`src/rtl/aes_byte_host.sv`:
```
// aes_byte_host: host-side initiator for the byte-serial AES-128 core.
//   Takes a 128-bit key/plaintext pair on a valid/ready input, releases the
//   core's active-high reset, streams 16 key/data byte pairs MSB-first,
//   collects 16 ciphertext bytes under enc_valid (gaps allowed) and returns
//   the ciphertext on a valid/ready output.
// Ports:
//   clk, rst_n                    clock, asynchronous active-low reset
//   in_valid/in_ready/in_key/in_pt  input block handshake (byte 0 = [127:120])
//   out_valid/out_ready/out_ct    ciphertext handshake (first byte in [127:120])
//   busy                          high in every state except IDLE
//   timeout                       one-cycle pulse on watchdog abort
//   enc_rst/enc_key/enc_din       drive to the core
//   enc_dout/enc_valid            ciphertext byte stream from the core
// Optional feature: define AES_TIMEOUT_EN to enable a 12-bit watchdog over
//   WAIT/CAPTURE that aborts after TIMEOUT_CYCLES cycles.
module aes_byte_host #(
  parameter int unsigned TIMEOUT_CYCLES = 4095
) (
  input  logic         clk,
  input  logic         rst_n,
  input  logic         in_valid,
  output logic         in_ready,
  input  logic [127:0] in_key,
  input  logic [127:0] in_pt,
  output logic         out_valid,
  input  logic         out_ready,
  output logic [127:0] out_ct,
  output logic         busy,
  output logic         timeout,
  output logic         enc_rst,
  output logic [7:0]   enc_key,
  output logic [7:0]   enc_din,
  input  logic [7:0]   enc_dout,
  input  logic         enc_valid
);

  typedef enum logic [2:0] {
    S_IDLE,
    S_LOAD,
    S_WAIT,
    S_CAPTURE,
    S_DONE
  } state_t;

  state_t       r_state,     w_state_nx;
  logic [4:0]   r_cnt,       w_cnt_nx;
  logic [127:0] r_key,       w_key_nx;
  logic [127:0] r_pt,        w_pt_nx;
  logic [127:0] r_ct,        w_ct_nx;
  logic         r_in_ready,  w_in_ready_nx;
  logic         r_out_valid, w_out_valid_nx;
  logic         r_busy,      w_busy_nx;
  logic         r_enc_rst,   w_enc_rst_nx;
  logic [7:0]   r_enc_key,   w_enc_key_nx;
  logic [7:0]   r_enc_din,   w_enc_din_nx;

  // Index of the byte to present on the next LOAD cycle.
  logic [3:0]   w_nidx;
  logic [6:0]   w_rsh;
  logic [4:0]   w_cnt_inc;

  assign w_cnt_inc = r_cnt + 5'd1;
  assign w_nidx    = w_cnt_inc[3:0];
  assign w_rsh     = {4'd15 - w_nidx, 3'b000};

`ifdef AES_TIMEOUT_EN
  localparam logic [11:0] TO_LAST = 12'(TIMEOUT_CYCLES - 1);
  logic [11:0] r_wdog, w_wdog_nx;
  logic        r_timeout, w_timeout_nx;
  assign timeout = r_timeout;
`else
  logic [11:0] w_unused_timeout_cycles;
  assign w_unused_timeout_cycles = 12'(TIMEOUT_CYCLES);
  assign timeout = 1'b0;
`endif

  always_comb begin
    w_state_nx     = r_state;
    w_cnt_nx       = r_cnt;
    w_key_nx       = r_key;
    w_pt_nx        = r_pt;
    w_ct_nx        = r_ct;
    w_in_ready_nx  = r_in_ready;
    w_out_valid_nx = r_out_valid;
    w_busy_nx      = r_busy;
    w_enc_rst_nx   = r_enc_rst;
    w_enc_key_nx   = r_enc_key;
    w_enc_din_nx   = r_enc_din;
`ifdef AES_TIMEOUT_EN
    w_wdog_nx      = r_wdog;
    w_timeout_nx   = 1'b0;
`endif
    case (r_state)
      S_IDLE: begin
        if (in_valid && r_in_ready) begin
          w_key_nx      = in_key;
          w_pt_nx       = in_pt;
          w_cnt_nx      = '0;
          w_state_nx    = S_LOAD;
          w_in_ready_nx = 1'b0;
          w_busy_nx     = 1'b1;
          w_enc_rst_nx  = 1'b0;
          // Byte 0 comes straight from the inputs so it is on the bus in
          // the same cycle the core first sees its reset released.
          w_enc_key_nx  = in_key[127:120];
          w_enc_din_nx  = in_pt[127:120];
        end
      end
      S_LOAD: begin
        if (r_cnt == 5'd15) begin
          w_state_nx = S_WAIT;
          w_cnt_nx   = '0;
`ifdef AES_TIMEOUT_EN
          w_wdog_nx  = '0;
`endif
        end else begin
          w_cnt_nx     = w_cnt_inc;
          w_enc_key_nx = 8'(r_key >> w_rsh);
          w_enc_din_nx = 8'(r_pt >> w_rsh);
        end
      end
      S_WAIT: begin
        if (enc_valid) begin
          w_ct_nx    = {r_ct[119:0], enc_dout};
          w_cnt_nx   = 5'd1;
          w_state_nx = S_CAPTURE;
        end
      end
      S_CAPTURE: begin
        if (enc_valid) begin
          w_ct_nx  = {r_ct[119:0], enc_dout};
          w_cnt_nx = w_cnt_inc;
          if (w_cnt_inc == 5'd16) begin
            w_state_nx     = S_DONE;
            w_out_valid_nx = 1'b1;
            w_enc_rst_nx   = 1'b1;
          end
        end
      end
      S_DONE: begin
        if (out_ready) begin
          w_out_valid_nx = 1'b0;
          w_state_nx     = S_IDLE;
          w_in_ready_nx  = 1'b1;
          w_busy_nx      = 1'b0;
        end
      end
      default: w_state_nx = S_IDLE;
    endcase
`ifdef AES_TIMEOUT_EN
    // A block completing on the same cycle the watchdog expires wins.
    if ((r_state == S_WAIT || r_state == S_CAPTURE) && w_state_nx != S_DONE) begin
      if (r_wdog == TO_LAST) begin
        w_state_nx    = S_IDLE;
        w_cnt_nx      = '0;
        w_timeout_nx  = 1'b1;
        w_enc_rst_nx  = 1'b1;
        w_in_ready_nx = 1'b1;
        w_busy_nx     = 1'b0;
      end else begin
        w_wdog_nx = r_wdog + 12'd1;
      end
    end
`endif
  end

  always_ff @(posedge clk or negedge rst_n) begin
    if (!rst_n) begin
      r_state     <= S_IDLE;
      r_cnt       <= '0;
      r_key       <= '0;
      r_pt        <= '0;
      r_ct        <= '0;
      r_in_ready  <= 1'b1;
      r_out_valid <= 1'b0;
      r_busy      <= 1'b0;
      r_enc_rst   <= 1'b1;
      r_enc_key   <= '0;
      r_enc_din   <= '0;
`ifdef AES_TIMEOUT_EN
      r_wdog      <= '0;
      r_timeout   <= 1'b0;
`endif
    end else begin
      r_state     <= w_state_nx;
      r_cnt       <= w_cnt_nx;
      r_key       <= w_key_nx;
      r_pt        <= w_pt_nx;
      r_ct        <= w_ct_nx;
      r_in_ready  <= w_in_ready_nx;
      r_out_valid <= w_out_valid_nx;
      r_busy      <= w_busy_nx;
      r_enc_rst   <= w_enc_rst_nx;
      r_enc_key   <= w_enc_key_nx;
      r_enc_din   <= w_enc_din_nx;
`ifdef AES_TIMEOUT_EN
      r_wdog      <= w_wdog_nx;
      r_timeout   <= w_timeout_nx;
`endif
    end
  end

  assign in_ready  = r_in_ready;
  assign out_valid = r_out_valid;
  assign out_ct    = r_ct;
  assign busy      = r_busy;
  assign enc_rst   = r_enc_rst;
  assign enc_key   = r_enc_key;
  assign enc_din   = r_enc_din;

endmodule

```
`config.mk`:
```
export PLATFORM = sky130hd
export DESIGN_NAME = aes_byte_host
export DESIGN_NICKNAME = d
export VERILOG_FILES = /design/src/rtl/aes_byte_host.sv
export SDC_FILE = /design/constraint.sdc
export NUM_CORES = 1
export LEC_CHECK = 0
export ABC_CLOCK_PERIOD_IN_PS = 2950
export BUFFER_PORTS_ARGS = -buffer_cell sky130_fd_sc_hd__clkbuf_2
export CORE_MARGIN = 2
export CORE_UTILIZATION = 53
export DETAILED_ROUTE_END_ITERATION = 6
export PLACE_DENSITY = 0.75
export SLEW_MARGIN = 20
export SYNTH_ARGS = -nofsm -noshare
export SYNTH_HDL_FRONTEND = slang
export SYNTH_SLANG_ARGS = --single-unit
```
`constraint.sdc`:
```
create_clock -name clk -period 2.95 [get_ports clk]
set_input_delay 0.295 -clock clk [delete_from_list [all_inputs] [get_ports clk]]
set_output_delay 0.295 -clock clk [all_outputs]
set_load 0.01 [all_outputs]
```
==> results_tabular.tex <==
\begin{tabular}{lr}
\hline
Metric & Value \\
\hline
\multicolumn{2}{l}{\textbf{Cells and area}} \\
Core utilization of the finished layout & 73.7\% \\
Post-layout nets & 2632 \\
Ratio of cells with drive above 1 in the final layout & 28.4\% \\
Area growth, synth to finish & 36.4\% \\
Commonest non-fill, non-tap cell in the layout & sky130\_fd\_sc\_hd\_\_nand2\_1 \\
Number of fill cells & 2184 \\
Commonest non-fill, non-tap cells in the layout & sky130\_fd\_sc\_hd\_\_nand2\_1, sky130\_fd\_sc\_hd\_\_clkbuf\_2, sky130\_fd\_sc\_hd\_\_dfrtp\_1 \\
\multicolumn{2}{l}{\textbf{Floorplanning}} \\
Row cnt & 66 \\
Floorplan die height & 187 um \\
Floorplan die width & 187 um \\
Starting density of the core & 54.0\% \\
Die outline area & 0.0348 mm\^{}2 \\
Area of the core & 0.0327 mm\^{}2 \\
Ports placed on the boundary & 418 \\
\multicolumn{2}{l}{\textbf{Synthesis}} \\
Synth Register Bits & 412 \\
Fraction of post-synthesis cell area in the top cell type by area & 58.0\% \\
Fraction of the yosys area taken by sequential cells & 58.3\% \\
Synth area leaders & sky130\_fd\_sc\_hd\_\_dfrtp\_1, sky130\_fd\_sc\_hd\_\_nand2\_1, sky130\_fd\_sc\_hd\_\_mux2\_2 \\
Number of enable flip-flop cells after synthesis & 0 \\
Mean area per synthesized cell & 10.2 um\^{}2 \\
Post-synthesis cell count & 1734 \\
Most used DFF post-synth & sky130\_fd\_sc\_hd\_\_dfrtp\_1 \\
Post-synthesis instance area & 0.0177 mm\^{}2 \\
YS warnings & 0 \\
Post-Syn Nets & 2006 \\
Cell type contributing the most total cell area after synthesis & sky130\_fd\_sc\_hd\_\_dfrtp\_1 \\
Post-synthesis cell type count & 43 \\
Proportion of register bits with asynchronous set or reset after synthesis & 100\% \\
\multicolumn{2}{l}{\textbf{STA}} \\
Unrepaired setup endpoints after global routing & no \\
Final setup violating endpoints & 0 \\
Normalized max-slew margin & 42.2\% \\
Highest Clock Rate & 382 MHz \\
Final hold violation count & 0 \\
Final-layout setup total negative slack & 0 ns \\
Worst Skew & 0.0175 ns \\
Max Slew Vio Count & 0 \\
Slew at the pin with the worst max-slew slack & 0.867 ns \\
Crit path time final & 2.62 ns \\
Part of the cycle the worst path needs & 88.7\% \\
\multicolumn{2}{l}{\textbf{Global routing}} \\
GR peak layer & met2 \\
Met2 capacity usage during global routing & 55.2\% \\
Overall overflow remaining after global route & 0 \\
Largest net degree at the start of global routing & 207 \\
GRT met3 Usage & 5.47\% \\
Number of global-route vias before repair & 15900 \\
Met1 usage in global routing & 40.3\% \\
First-pass GRT wire length & 88.5 mm \\
Global Route Usage Sum & 32.3\% \\
Number of antenna violations at the first check in global routing & 6 \\
\multicolumn{2}{l}{\textbf{Clock tree}} \\
CTS Buffer Depth & 3 \\
Buffer type at the clock tree root & sky130\_fd\_sc\_hd\_\_clkbuf\_16 \\
Clock transition at path regs & 0.06 ns \\
H-tree depth reported by CTS & 2 \\
Clock buffer count from CTS & 44 \\
Number of buffers added for setup after CTS & 0 \\
Clock Latency Late Sink & 0.55 ns \\
Number of clock sinks & 412 \\
Clock tree from TritonCTS & yes \\
\multicolumn{2}{l}{\textbf{Power and ir drop}} \\
VDD IR max & 614 uV \\
Leakage power & 0.0127 uW \\
PD cells & 760 mW/mm\^{}2 \\
\multicolumn{2}{l}{\textbf{Setup path}} \\
Signal arrival time at the worst endpoint & 3.08 ns \\
Slowest stage cell on the critical path & sky130\_fd\_sc\_hd\_\_nand3\_1 \\
Worst path cell trace & ha\_2 > nand3\_1 > inv\_1 > ha\_1 > nor4b\_2 > nand3\_1 > o22ai\_1 > nor4\_1 > o21ai\_0 \\
Maximum cell stage delay along the critical path & 0.51 ns \\
Crit-path max FO & 13 \\
Type of the worst setup path & reg2reg \\
Required time reported for the critical path endpoint & 3.41 ns \\
Top cell family by delay on the critical path & simple AND/OR/NAND/NOR gates \\
Nature of the critical path startpoint & flop \\
Critical path buffer and inverter count & 1 \\
Cell repeated most along the worst path & sky130\_fd\_sc\_hd\_\_nand3\_1 \\
Type of element capturing the critical path & flop \\
\multicolumn{2}{l}{\textbf{Drt}} \\
Detailed-router iteration count before antenna repair & 6 \\
DRT iter0 DRCs & 1340 \\
Average wire length per cell after detail routing & 19.8 um \\
Total wirelength of the detailed-routed design & 56.4 mm \\
Number of remaining DRC errors & 0 \\
Vias/cell & 5.44 \\
Via total after detailed routing & 15400 \\
Antenna-violating nets left & 0 \\
\multicolumn{2}{l}{\textbf{Flow run}} \\
Reported max-cap violation count & 0 \\
\multicolumn{2}{l}{\textbf{Worst hold path}} \\
Hold WC Path Type & in2reg \\
\multicolumn{2}{l}{\textbf{Place}} \\
Placed wire-length estimate & 35.0 mm \\
Routability congestion estimate & 0.928 \\
Input/output buffers & 416 \\
\multicolumn{2}{l}{\textbf{Outcome}} \\
Status & finished, final reports clean \\
\hline
\end{tabular}
-- layer usage --
metal / vias to the layer above / routed length (um) / part of all wire, %
li1: 6918 / - / -
met1: 7531 / 21200 / 38
met2: 816 / 28500 / 50
met3: 183 / 4080 / 7.2
met4: 0 / 2640 / 4.7
met5: - / 0 / 0
-- sequential cells by signal, indices dropped and copies added, names as in the netlist --
register / count
busy: 1
enc_din: 8
enc_key: 8
enc_rst: 1
in_ready: 1
out_ct: 128
out_valid: 1
r_cnt: 5
r_key: 128
r_pt: 128
r_state: 3
-- worst paths after layout --
path	from	end	slack [ns]	cells after the start
min in group asynchronous	rst_n	r_key[119]	0.34	2
worst min-delay path	in_key[90]	r_key[90]	0.0004	3
worst max-delay path	r_cnt[1]	enc_key[5]	0.33	9
max in group asynchronous	rst_n	r_pt[97]	1.66	3
worst min register to register	r_pt[24]	r_pt[24]	0.47	2
worst max register to register	r_cnt[1]	enc_key[5]	0.33	9
-- worst register-to-register path: cells and delay by family, from the launching register on --
kind	cells	cell delay (ns)
and+or+nand+nor	4	1.11
adders and majority gates	2	0.49
AOI/OAI and AO/OA	2	0.47
DFF	1	0.41
buffers and inverters	1	0.05
-- synthesized netlist by cell type, types with 8 or more instances --
master,instances
sky130_fd_sc_hd__nand3_1,9
sky130_fd_sc_hd__mux2_2,128
sky130_fd_sc_hd__a22oi_1,14
sky130_fd_sc_hd__nand2_1,833
sky130_fd_sc_hd__o22ai_1,25
sky130_fd_sc_hd__clkbuf_1,53
sky130_fd_sc_hd__mux2i_1,51
sky130_fd_sc_hd__dfrtp_1,410
sky130_fd_sc_hd__o32ai_1,12
sky130_fd_sc_hd__mux4_2,31
sky130_fd_sc_hd__a21oi_1,9
sky130_fd_sc_hd__nor2_1,46
sky130_fd_sc_hd__o21ai_0,8
sky130_fd_sc_hd__buf_2,45
-- cells by family after synthesis --
kind of cell / count (synthesis) / share of synthesized area (%)
AO/OA/AOI/OAI: 81 / 3.15
other: 1 / 0.0212
adder cells (fa/ha/maj): 3 / 0.212
multiplexers: 212 / 15.3
buffers and inverters: 110 / 2.92
AND/OR/NAND/NOR: 910 / 19.7
XOR/XNOR: 5 / 0.333
flip-flops: 412 / 58.3
-- report_power, final --
| part | leakage, uW | internal (uW) | switching, uW | total, uW |
|---|---|---|---|---|
| Combinational | 0.00649 | 2440 | 2890 | 5320 |
| Sequential | 0.00553 | 6600 | 809 | 7410 |
| Clock | 0.000712 | 3320 | 2260 | 5580 |
| Total | 0.0127 | 12400 | 5950 | 18300 |
-- area by class of cell --
cell class | count | area (um^2) | share of cell area (%)
Timing Repair Buffer | 686 | 4860 | 20.2
Clock buffer | 66 | 1310 | 5.42
Antenna cell | 7 | 17.5 | 0.0727
Multi-Input combinational cell | 1212 | 6880 | 28.6
Inverter | 4 | 15.0 | 0.0623
Clock inverter | 12 | 155 | 0.644
Sequential cell | 412 | 10300 | 42.8
Tap cell | 442 | 553 | 2.29
-- per-stage QoR --
step	hold slack (ns)	worst slack, ns	std cells	instance area [um^2]	power [uW]
floorplan	-0.000591	0.770	1734	17700	10200
global placement	0.347	0.461	2511	20200	12300
detailed placement	0.354	0.416	2511	20200	12500
CTS	0.000243	0.401	2834	24100	18300
global route	0.00496	0.168	2841	24100	19100
finish	0.000407	0.333	2841	24100	18300
-- timing repair --
item / in CTS / in global routing
endpoints found under the hold margin: 317 / 0
gates resized for setup: 0 / 0
hold buffers: 245 / 0
Note: power is estimated with default switching activity, not from simulation.
